`config.mk`:
```
export PLATFORM = sky130hd
export DESIGN_NAME = pipe_ctrl
export DESIGN_NICKNAME = d
export VERILOG_FILES = /design/src/rtl/pipe_ctrl_pkg.sv /design/src/rtl/pipe_perf_cnt.sv /design/src/rtl/pipe_ctrl.sv
export SDC_FILE = /design/constraint.sdc
export NUM_CORES = 1
export LEC_CHECK = 0
export BUFFER_PORTS_ARGS = -buffer_cell sky130_fd_sc_hd__buf_2
export CORE_ASPECT_RATIO = 0.9
export CORE_MARGIN = 2
export CORE_UTILIZATION = 34
export DETAILED_ROUTE_END_ITERATION = 7
export PLACE_DENSITY_LB_ADDON = 0.25
export SYNTH_ARGS = -nofsm -noshare
export SYNTH_HDL_FRONTEND = slang
export SYNTH_SLANG_ARGS = --single-unit
```
`constraint.sdc`:
```
create_clock -name clk_i -period 2.3 [get_ports clk_i]
set_clock_uncertainty 0.2 [all_clocks]
set_input_delay 0.115 -clock clk_i [delete_from_list [all_inputs] [get_ports clk_i]]
set_output_delay 0.115 -clock clk_i [all_outputs]
set_load 0.01 [all_outputs]
```
`src/rtl/pipe_ctrl_pkg.sv`:
```
// Shared types for the pipeline hazard controller: FSM states and counter width.
// Imported by pipe_ctrl and pipe_perf_cnt.
package pipe_ctrl_pkg;

  typedef enum logic [1:0] {
    PC_ST_RUN   = 2'd0,
    PC_ST_MWAIT = 2'd1,
    PC_ST_DRAIN = 2'd2,
    PC_ST_ERR   = 2'd3
  } pc_state_e;

  localparam int PC_PERF_CNT_W = 32;

endpackage

```
`src/rtl/pipe_perf_cnt.sv`:
```
// Free-running event counter with synchronous clear and count enable.
// One cycle from enable to count update; wraps modulo 2^W.
module pipe_perf_cnt
  import pipe_ctrl_pkg::*;
#(
  parameter int W = PC_PERF_CNT_W
) (
  input  logic         clk_i,
  input  logic         clr,
  input  logic         en,
  output logic [W-1:0] cnt
);

  always_ff @(posedge clk_i) begin
    if (clr) begin
      cnt <= '0;
    end else if (en) begin
      cnt <= cnt + 1'b1;
    end
  end

endmodule

```
`src/rtl/pipe_ctrl.sv`:
```
// Five-stage pipeline hazard/sequencing controller: stall/bubble pairs, zero latency from inputs.
// Optional performance counters built only when PIPE_CTRL_PERF_EN is defined.
module pipe_ctrl
  import pipe_ctrl_pkg::*;
#(
  parameter int MEM_TIMEOUT = 256
) (
  input  logic        clk_i,
  input  logic        rst,
  input  logic [4:0]  D_rs1_i,
  input  logic [4:0]  D_rs2_i,
  input  logic        D_use_rs1_i,
  input  logic        D_use_rs2_i,
  input  logic        D_fence_i,
  input  logic [4:0]  E_dstE_i,
  input  logic        E_need_dstE_i,
  input  logic        E_is_load_i,
  input  logic        E_redirect_i,
  input  logic        E_valid_i,
  input  logic        M_valid_i,
  input  logic        W_valid_i,
  input  logic        M_req_i,
  input  logic        M_ready_i,
  output logic        F_stall_o,
  output logic        F_bubble_o,
  output logic        D_stall_o,
  output logic        D_bubble_o,
  output logic        E_stall_o,
  output logic        E_bubble_o,
  output logic        M_stall_o,
  output logic        M_bubble_o,
  output logic        timeout_o,
  output logic [31:0] stall_cnt_o,
  output logic [31:0] flush_cnt_o,
  output logic [31:0] mwait_cnt_o
);

  localparam int WCNT_W = $clog2(MEM_TIMEOUT) + 1;
  localparam logic [WCNT_W-1:0] WCNT_LAST = WCNT_W'(MEM_TIMEOUT - 1);

  pc_state_e         state_q, state_d;
  logic [WCNT_W-1:0] wait_cnt_q, wait_cnt_d;

  logic mem_wait, load_use, drain, in_err;

  assign mem_wait = M_req_i & ~M_ready_i;
  assign load_use = E_is_load_i & E_need_dstE_i & (E_dstE_i != 5'd0) &
                    ((D_use_rs1_i & (D_rs1_i == E_dstE_i)) |
                     (D_use_rs2_i & (D_rs2_i == E_dstE_i)));
  assign drain    = D_fence_i & (E_valid_i | M_valid_i | W_valid_i);
  assign in_err   = (state_q == PC_ST_ERR);
  assign timeout_o = in_err;

  always_ff @(posedge clk_i) begin
    if (rst) begin
      state_q    <= PC_ST_RUN;
      wait_cnt_q <= '0;
    end else begin
      state_q    <= state_d;
      wait_cnt_q <= wait_cnt_d;
    end
  end

  always_comb begin
    state_d    = state_q;
    wait_cnt_d = wait_cnt_q;
    F_stall_o  = 1'b0;
    F_bubble_o = 1'b0;
    D_stall_o  = 1'b0;
    D_bubble_o = 1'b0;
    E_stall_o  = 1'b0;
    E_bubble_o = 1'b0;
    M_stall_o  = 1'b0;
    M_bubble_o = 1'b0;

    if (rst) begin
      F_bubble_o = 1'b1;
      D_bubble_o = 1'b1;
      E_bubble_o = 1'b1;
      M_bubble_o = 1'b1;
    end else if (in_err) begin
      F_stall_o = 1'b1;
      D_stall_o = 1'b1;
      E_stall_o = 1'b1;
      M_stall_o = 1'b1;
    end else if (mem_wait) begin
      F_stall_o  = 1'b1;
      D_stall_o  = 1'b1;
      E_stall_o  = 1'b1;
      M_bubble_o = 1'b1;
    end else if (E_redirect_i) begin
      F_bubble_o = 1'b1;
      D_bubble_o = 1'b1;
    end else if (load_use || drain) begin
      F_stall_o  = 1'b1;
      D_bubble_o = 1'b1;
    end

    unique case (state_q)
      PC_ST_RUN, PC_ST_DRAIN: begin
        if (mem_wait) begin
          state_d    = PC_ST_MWAIT;
          wait_cnt_d = WCNT_W'(1);
        end else if (state_q == PC_ST_RUN) begin
          if (drain && !E_redirect_i) state_d = PC_ST_DRAIN;
        end else if (!drain || E_redirect_i) begin
          state_d = PC_ST_RUN;
        end
      end
      PC_ST_MWAIT: begin
        // A ready in the same cycle as the timeout condition completes normally.
        if (mem_wait) begin
          if (wait_cnt_q == WCNT_LAST) state_d = PC_ST_ERR;
          if (wait_cnt_q != '1) wait_cnt_d = wait_cnt_q + 1'b1;
        end else begin
          state_d = PC_ST_RUN;
        end
      end
      PC_ST_ERR: state_d = PC_ST_ERR;
      default:   state_d = PC_ST_RUN;
    endcase
  end

`ifdef PIPE_CTRL_PERF_EN
  logic count_ok, stall_en, flush_en, mwait_en;

  assign count_ok = ~rst & ~in_err;
  assign stall_en = count_ok & ~mem_wait & ~E_redirect_i & (load_use | drain);
  assign flush_en = count_ok & ~mem_wait & E_redirect_i;
  assign mwait_en = count_ok & mem_wait;

  pipe_perf_cnt #(.W(PC_PERF_CNT_W)) u_stall_cnt (
    .clk_i (clk_i), .clr (rst), .en (stall_en), .cnt (stall_cnt_o)
  );
  pipe_perf_cnt #(.W(PC_PERF_CNT_W)) u_flush_cnt (
    .clk_i (clk_i), .clr (rst), .en (flush_en), .cnt (flush_cnt_o)
  );
  pipe_perf_cnt #(.W(PC_PERF_CNT_W)) u_mwait_cnt (
    .clk_i (clk_i), .clr (rst), .en (mwait_en), .cnt (mwait_cnt_o)
  );
`else
  assign stall_cnt_o = '0;
  assign flush_cnt_o = '0;
  assign mwait_cnt_o = '0;
`endif

endmodule

```
# After elaboration in Yosys (flattened, before gate mapping)

Cells that the tools add are included.

Add/subtract/negate cells: 1
Equality and inequality tests: 13
Muxes and demuxes: 32
Bitwise operators: 11
Reduce and logical (&&, ||, !) cells: 11

Operator list:

| kind                  | number |
|---|---|
| $mux W9               | 3 |
| $mux W1               | 21 |
| $pmux W9 S2           | 1 |
| $mux W2               | 6 |
| $eq A5 B5 Y1          | 2 |
| $add A9 B1 Y9 const B | 1 |
| $eq A9 B8 Y1 const B  | 1 |
| $ne A9 B9 Y1 const B  | 1 |
| $ne A4 B4 Y1 const B  | 2 |
| $and A1 B1 Y1         | 7 |
| $ne A2 B2 Y1 const B  | 3 |
| $pmux W2 S3           | 1 |
| $reduce_bool A5 Y1    | 1 |
| $eq A2 B2 Y1 const B  | 2 |
| $reduce_and A4 Y1     | 1 |
| $ne A3 B3 Y1 const B  | 1 |
| $or A1 B1 Y1          | 3 |
| $reduce_and A3 Y1     | 1 |
| $eq A2 B1 Y1 const B  | 1 |
| $logic_not A1 Y1      | 2 |
| $logic_not A2 Y1      | 1 |
| $logic_or A1 B1 Y1    | 2 |
| $reduce_bool A2 Y1    | 1 |
| $reduce_or A2 Y1      | 1 |
| 2 further kinds       | 2 |

Register bits after elaboration: 11
Input port bits: 28
Output and inout port bits: 105
Logic and storage cells: 70

# Logic depth before layout (Yosys ltp)

Gate-level depths: netlist of run 1.

Depth in word-level cells: 10
Mapped depth: 9
Gate-level depth less buffers: 9

# Least setup slack after synthesis of run 1

No wires, ideal clock.

Path type: reg2reg
Start point: reg wait_cnt_q[0]
End point: reg wait_cnt_q[7]
Setup time: 0.070 ns
Arrival time: 2.015 ns
Required time: 2.030 ns
Setup slack: 0.015 ns
Cell stages (with the launch flop): 10
Path buffers: 0
Clock period less this slack: 2.285 ns
Path through: dfxtp_1 > ha_1 > and2_1 > nand2_1 > nor2_1 > ha_1 > o21ai_2 > or3b_1 > or3_1 > a21oi_1

Word-level cells in the longest chain between the ends: 4
Elaborated cells between the ends (all ways): 7
Classes of those cells: 1 x add/sub; 2 x eq/ne; 3 x mux; 1 x reduce/logical

Ends and longest elaborated chain:

| element                | line             | RTL |
|---|---|---|
| from (decl)            | pipe_ctrl.sv:42  | `logic [WCNT_W-1:0] wait_cnt_q, wait_cnt_d;` |
| from (signal assigned) | pipe_ctrl.sv:60  | `wait_cnt_q <= wait_cnt_d;` |
| $add A9 B1 Y9          | pipe_ctrl.sv:114 | `if (wait_cnt_q != '1) wait_cnt_d = wait_cnt_q + 1'b1;` |
| $mux W9                | pipe_ctrl.sv:114 |  |
| $mux W9                | pipe_ctrl.sv:112 | `if (mem_wait) begin` |
| $pmux W9 S2            | pipe_ctrl.sv:99  | `unique case (state_q)` |

Several ways; a longest one is shown, not always the timed one. The select of a mux whose other input is x is not followed.
A chain may end at the register's enable or synchronous reset.

# Worst setup path in the final report of run 1

Same ends and word-level chain as after synthesis.

==> results of run 1 <==
==> where the power goes <==
part	internal (W)	leakage, nW	switching [W]
Clock	0.000122	0.0228	0.0000724
Combinational	0.0000424	0.662	0.000116
Sequential	0.000194	0.0894	0.00000351
==> synth_stat cells (3+ instances only) <==
master    n  area share, %
xor2_1   12            7.1
nor4_1    3            1.3
nor2_1   12            3.0
xnor2_1   3            1.8
ha_1      3            2.5
a21oi_1   5            1.7
dfxtp_1  11             15
buf_4    98             49
nand2_1   7            1.8
inv_1     3           0.76
==> flip-flops by register name, indices dropped and copies added, names as in the netlist <==
signal,count
wait_cnt_q,9
state_q,2
==> worst max-delay path, stage by stage, from the launching register on <==
cell and delay [ns]:
dfxtp_2 0.33, ha_1 0.20, and2_4 0.16, nand2_1 0.06, nor2_1 0.05, ha_2 0.18
o21ai_2 0.12, or3b_1 0.36, or3_1 0.31, a21oi_1 0.14
==> cell usage in the layout, fill, tap and decap left out, drive strengths merged, types with 3 or more instances in the layout <==
cell	instances
dfxtp	11
buf	39
ha	3
a21oi	5
nor4	3
conb	96
xor2	12
xnor2	3
inv	3
clkbuf	4
nand2	7
o21ai	3
nor2	12
==> metrics by stage <==
step	hold WS [ns]	area, sq um	worst slack, ns	cells
finish	0.004186	1415	0.1054	276
global route	0.02823	1415	0.02586	276
CTS	0.004028	1409	0.02891	276
detailed placement	0.2468	1364	0.04077	272
global placement	0.2428	1364	0.09867	272
floorplan	0.09438	1844	0.01455	285
==> kinds of logic after synthesis <==
group / Yosys count / synth area share, %
AOI/OAI and AO/OA: 20 / 9.335
xor gates and xnor gates: 15 / 8.831
adders and majority gates: 3 / 2.523
buffers and inverters: 103 / 50.72
DFF: 11 / 14.80
other: 1 / 0.2521
and+or+nand+nor: 37 / 13.54
==> routing by layer <==
layer / global-route usage [%] / routed length, um / vias up
met4: 5.455 / 15 / 0
met5: 0 / 0 / -
met2: 14.40 / 1110 / 62
met1: 12.68 / 1040 / 439
met3: 0.9077 / 191 / 2
li1: - / - / 504
==> layout make-up <==
type	count	area (sq um)
Inverter	3	11.26
Sequential cell	11	221.5
Fill cell	468	2714
Timing Repair Buffer	39	202.7
Clock buffer	4	45.04
Tap cell	48	60.06
Multi-Input combinational cell	171	874.6
==> worst paths after layout <==
kind / start / end / slack [ns] / cells after the start
min reg2reg: wait_cnt_q[0]$_SDFFE_PP0P_ / wait_cnt_q[0]$_SDFFE_PP0P_ / 0.27 / 1
max reg2reg: wait_cnt_q[0]$_SDFFE_PP0P_ / wait_cnt_q[7]$_SDFFE_PP0P_ / 0.11 / 9
max: wait_cnt_q[0]$_SDFFE_PP0P_ / wait_cnt_q[7]$_SDFFE_PP0P_ / 0.11 / 9
min: rst / state_q[1]$_SDFFE_PP0P_ / 0.004 / 2
==> what timing repair did <==
item,in CTS,in global routing
setup buffers,0,0
resized for setup,0,3
endpoints found under the setup margin,0,2
==> flow_summary.yaml, run 1 <==
floorplanning:
  rows: 22
  die_y_um: 66.76
  io_pins: 133
  core_area_sq_um: 4129
  die_x_um: 73.73
  initial_core_util_pct: 36.03
  dieArea_sq_um: 4922
setup_path:
  crit_type: "register to register"
  arrival_ns: 2.16
  cp-end-kind: "register"
  crit_required_ns: 2.27
  crit_fanout: 4
  start_kind: "register"
timing:
  period_needed_ns: 2.195
  slew_viol_final: 0
  hold_violations: 0
  max_slew.worst_pin.slew_ns: 0.5711
  rsz0062_at_grt: "false"
  min_period_over_period_pct: 95.42
  tns_ns: 0
  clock.fmax_ghz: 0.4557
  timing.slew.headroom_pct: 61.85
  setup_violations: 0
worst_hold_path:
  hold_path_class: "primary input to register"
grt:
  track_usage_pct: 9.397
  grt_pass1_wl_mm: 3.546
  grt_max_degree: 14
  grt_antenna_before_repair: 0
  grt_pass1_vias: 776
  gr-total-overflow: 0
job:
  drv_cap: 0
route:
  via_per_inst: 3.649
  drtIter0Drc: 45
  routed_wl_mm: 2.358
  drc_errors: 0
  drt_first_pass_iters: 4
  post_drt_wl_per_cell_um: 8.543
  antenna_left: 0
  vias: 1007
place:
  port_buffers: 36
  hpwlAfterDp_mm: 2.083
  place.gp.congestion: 0.7819
logic_synthesis:
  netlist_area_sq_um: 1488
  synthDistinctLibCells: 38
  async_reset_ff_share_pct: 0
  synth_edf_count: 0
  ys_seq_area_share_pct: 14.80
  syn_area_per_cell_sq_um: 7.830
  ys.flop_type: "dfxtp_1"
  syn_inst: 190
  synth.yosys.warnings: 0
  synth_seq_cells: 11
run_status:
  status: "finished clean"
power:
  p_total_w: 0.0005503
  vdd_drop_max_v: 0.0001267
  power_density_nw_per_um2: 388.9
  leakage_nw: 0.7737
cells_and_area:
  drive_above_1_share_pct: 22.37
  final_core_util_pct: 34.27
  synthToLayoutAreaGrowth_pct: -4.878
  diodes: 0
  final_nets: 260
clock_network:
  clk_path_buf_depth: 2
  clockRootBuffer: "clkbuf_8"
  cts.htree.levels: 1
  clock_sink_count: 11
  cts_made_buffers: 3
  tritoncts: "done"
  clk_pin_slew_ns: 0.05
  clock_latency_ns: 0.24
  postCtsHoldBufs: 0
No activity file was read; power rests on OpenSTA's default activity.
==> run 2: changes to the inputs <==
CTS_BUF_LIST = sky130_fd_sc_hd__clkbuf_8 sky130_fd_sc_hd__clkbuf_16   (was not set)
==> run 2 against run 1 <==
Against the previous run: register-to-register slack is essentially flat; combinational power about the same; first-iteration DRC count unchanged; highest routed layer unchanged; sequential share of layout area unchanged.
==> flow_summary.yaml, run 2 (synthesized netlist as in run 1, its figures left out) <==
route:
  drc_errors: 0
  antenna_left: 0
  drtIter0Drc: 45
  vias: 1007
  via_per_inst: 3.649
  routed_wl_mm: 2.358
  drt_first_pass_iters: 4
  post_drt_wl_per_cell_um: 8.543
setup_path:
  crit_type: "register to register"
  reg2reg_from: "wait_cnt_q[0]$_SDFFE_PP0P_"
  cp-startpoint: "wait_cnt_q[0]$_SDFFE_PP0P_"
  critPathSlowestCell: "or3b_1"
  critPathMaxStageDelay_ns: 0.36
  arrival_ns: 2.16
  crit_fanout: 4
  path_cells: "ha_1 -> and2_4 -> nand2_1 -> nor2_1 -> ha_2 -> o21ai_2 -> or3b_1 -> or3_1 -> a21oi_1"
  crit_required_ns: 2.27
  worst-path-buf-inv: 0
  start_kind: "register"
  crit_family: "simple AND/OR/NAND/NOR gates"
  cp-end-kind: "register"
timing:
  min_period_over_period_pct: 95.40
  rsz0062_at_grt: "false"
  slew_viol_final: 0
  tns_ns: 0
  hold_ws_ns: 0.003794
  max_slew.worst_pin.slew_ns: 0.5711
  period_needed_ns: 2.194
  hold_violations: 0
  setup_violations: 0
  clock.fmax_ghz: 0.4557
  timing.slew.headroom_pct: 61.85
power:
  p_seq_share_pct: 36.2
  vdd_drop_max_v: 0.0001267
  combPwrFrac_pct: 29.1
  swShare_pct: 35.25
  p_int_w: 0.0003536
  leakage_nw: 0.7779
  p_sw_w: 0.0001925
  clkPwrFrac_pct: 34.8
  power_density_nw_per_um2: 385.9
worst_hold_path:
  hold_path_class: "primary input to register"
  min-delay-start: "rst"
floorplanning:
  dieArea_sq_um: 4922
  rows: 22
  io_pins: 133
  core_area_sq_um: 4129
  initial_core_util_pct: 36.03
  die_x_um: 73.73
  die_y_um: 66.76
cells_and_area:
  drive_above_1_share_pct: 22.37
  diodes: 0
  mostFrequentLayoutCells: "96 x conb_1, 36 x buf_2, 12 x nor2_1, 12 x xor2_1, 10 x dfxtp_1"
  final_common_cell: "conb_1"
  final_nets: 260
  synthToLayoutAreaGrowth_pct: -4.878
  largest_register_ffs: 9
  largest_register: "wait_cnt_q"
  postLayoutCellArea_sq_um: 1415
  top_regs: "wait_cnt_q x9, state_q x2"
run_status:
  status: "finished clean"
clock_network:
  clk_pin_slew_ns: 0.05
  cts.htree.levels: 1
  clockRootBuffer: "clkbuf_8"
  clock_latency_ns: 0.24
  cts_made_buffers: 3
  postCtsHoldBufs: 0
  tritoncts: "done"
  post_cts_buffers: 0
  clock_sink_count: 11
  clk_path_buf_depth: 2
  cts_repair_resize_count: 0
place:
  port_buffers: 36
  placed_cell_area_sq_um: 1364
  hpwlAfterDp_mm: 2.083
  place.gp.congestion: 0.7819
grt:
  grt_max_degree: 14
  grt_pass1_vias: 776
  gr-total-overflow: 0
  track_usage_pct: 9.397
  grt_pass1_wl_mm: 3.546
  grt_antenna_before_repair: 0
job:
  drv_cap: 0
-- run 2: area by class of cell --
type,instances,area [sq um]
fill,468,2714
inverter,3,11.26
timing repair buffer,39,202.7
clock buffer,3,41.29
multi-input combinational,171,874.6
tap,48,60.06
clock inverter,1,3.754
sequential,11,221.5
-- run 2: path summary, 6_finish.rpt --
| check | endpoint | slack [ns] | cells after the start |
|---|---|---|---|
| setup reg to reg | wait_cnt_q[7]$_SDFFE_PP0P_ | 0.11 | 9 |
| setup / recovery | wait_cnt_q[7]$_SDFFE_PP0P_ | 0.11 | 9 |
| hold / removal | state_q[1]$_SDFFE_PP0P_ | 0.004 | 2 |
| hold reg to reg | wait_cnt_q[0]$_SDFFE_PP0P_ | 0.27 | 1 |
-- run 2: power by group through the flow --
| stage | sequential [W] | clock (W) | combinational [W] |
|---|---|---|---|
| finish | 0.000197 | 0.000190 | 0.000159 |
| global route | 0.000198 | 0.000205 | 0.000179 |
| CTS | 0.000197 | 0.000196 | 0.000156 |
| detailed placement | 0.000201 | 0 | 0.000156 |
| global placement | 0.000201 | 0 | 0.000155 |
| floorplan | 0.000200 | 0 | 0.000235 |
-- run 2: worst register-to-register path: stages (launching register included) --
cell and delay [ns]:
dfxtp_2 0.33, ha_1 0.20, and2_4 0.16, nand2_1 0.06, nor2_1 0.05, ha_2 0.18, o21ai_2 0.12, or3b_1 0.36
or3_1 0.31, a21oi_1 0.14
-- run 2: per-layer routing --
layer | up-vias | GRT usage (%) | share of wire (%)
met4 | 0 | 5.455 | 0.64
li1 | 504 | - | -
met3 | 2 | 0.9077 | 8.1
met2 | 62 | 14.40 | 47
met1 | 439 | 12.68 | 44
met5 | - | 0 | 0
-- run 2: through the flow --
stage / setup slack, ns / utilization [%] / instances / power [W]
4_1_cts: 0.02924 / 34.12 / 276 / 0.0005490
3_5_place_dp: 0.04077 / 33.03 / 272 / 0.0003565
3_3_place_gp: 0.09867 / 33.03 / 272 / 0.0003564
5_1_grt: 0.02599 / 34.27 / 276 / 0.0005816
2_1_floorplan: 0.01455 / - / 285 / 0.0004349
6_report: 0.1058 / 34.27 / 276 / 0.0005461
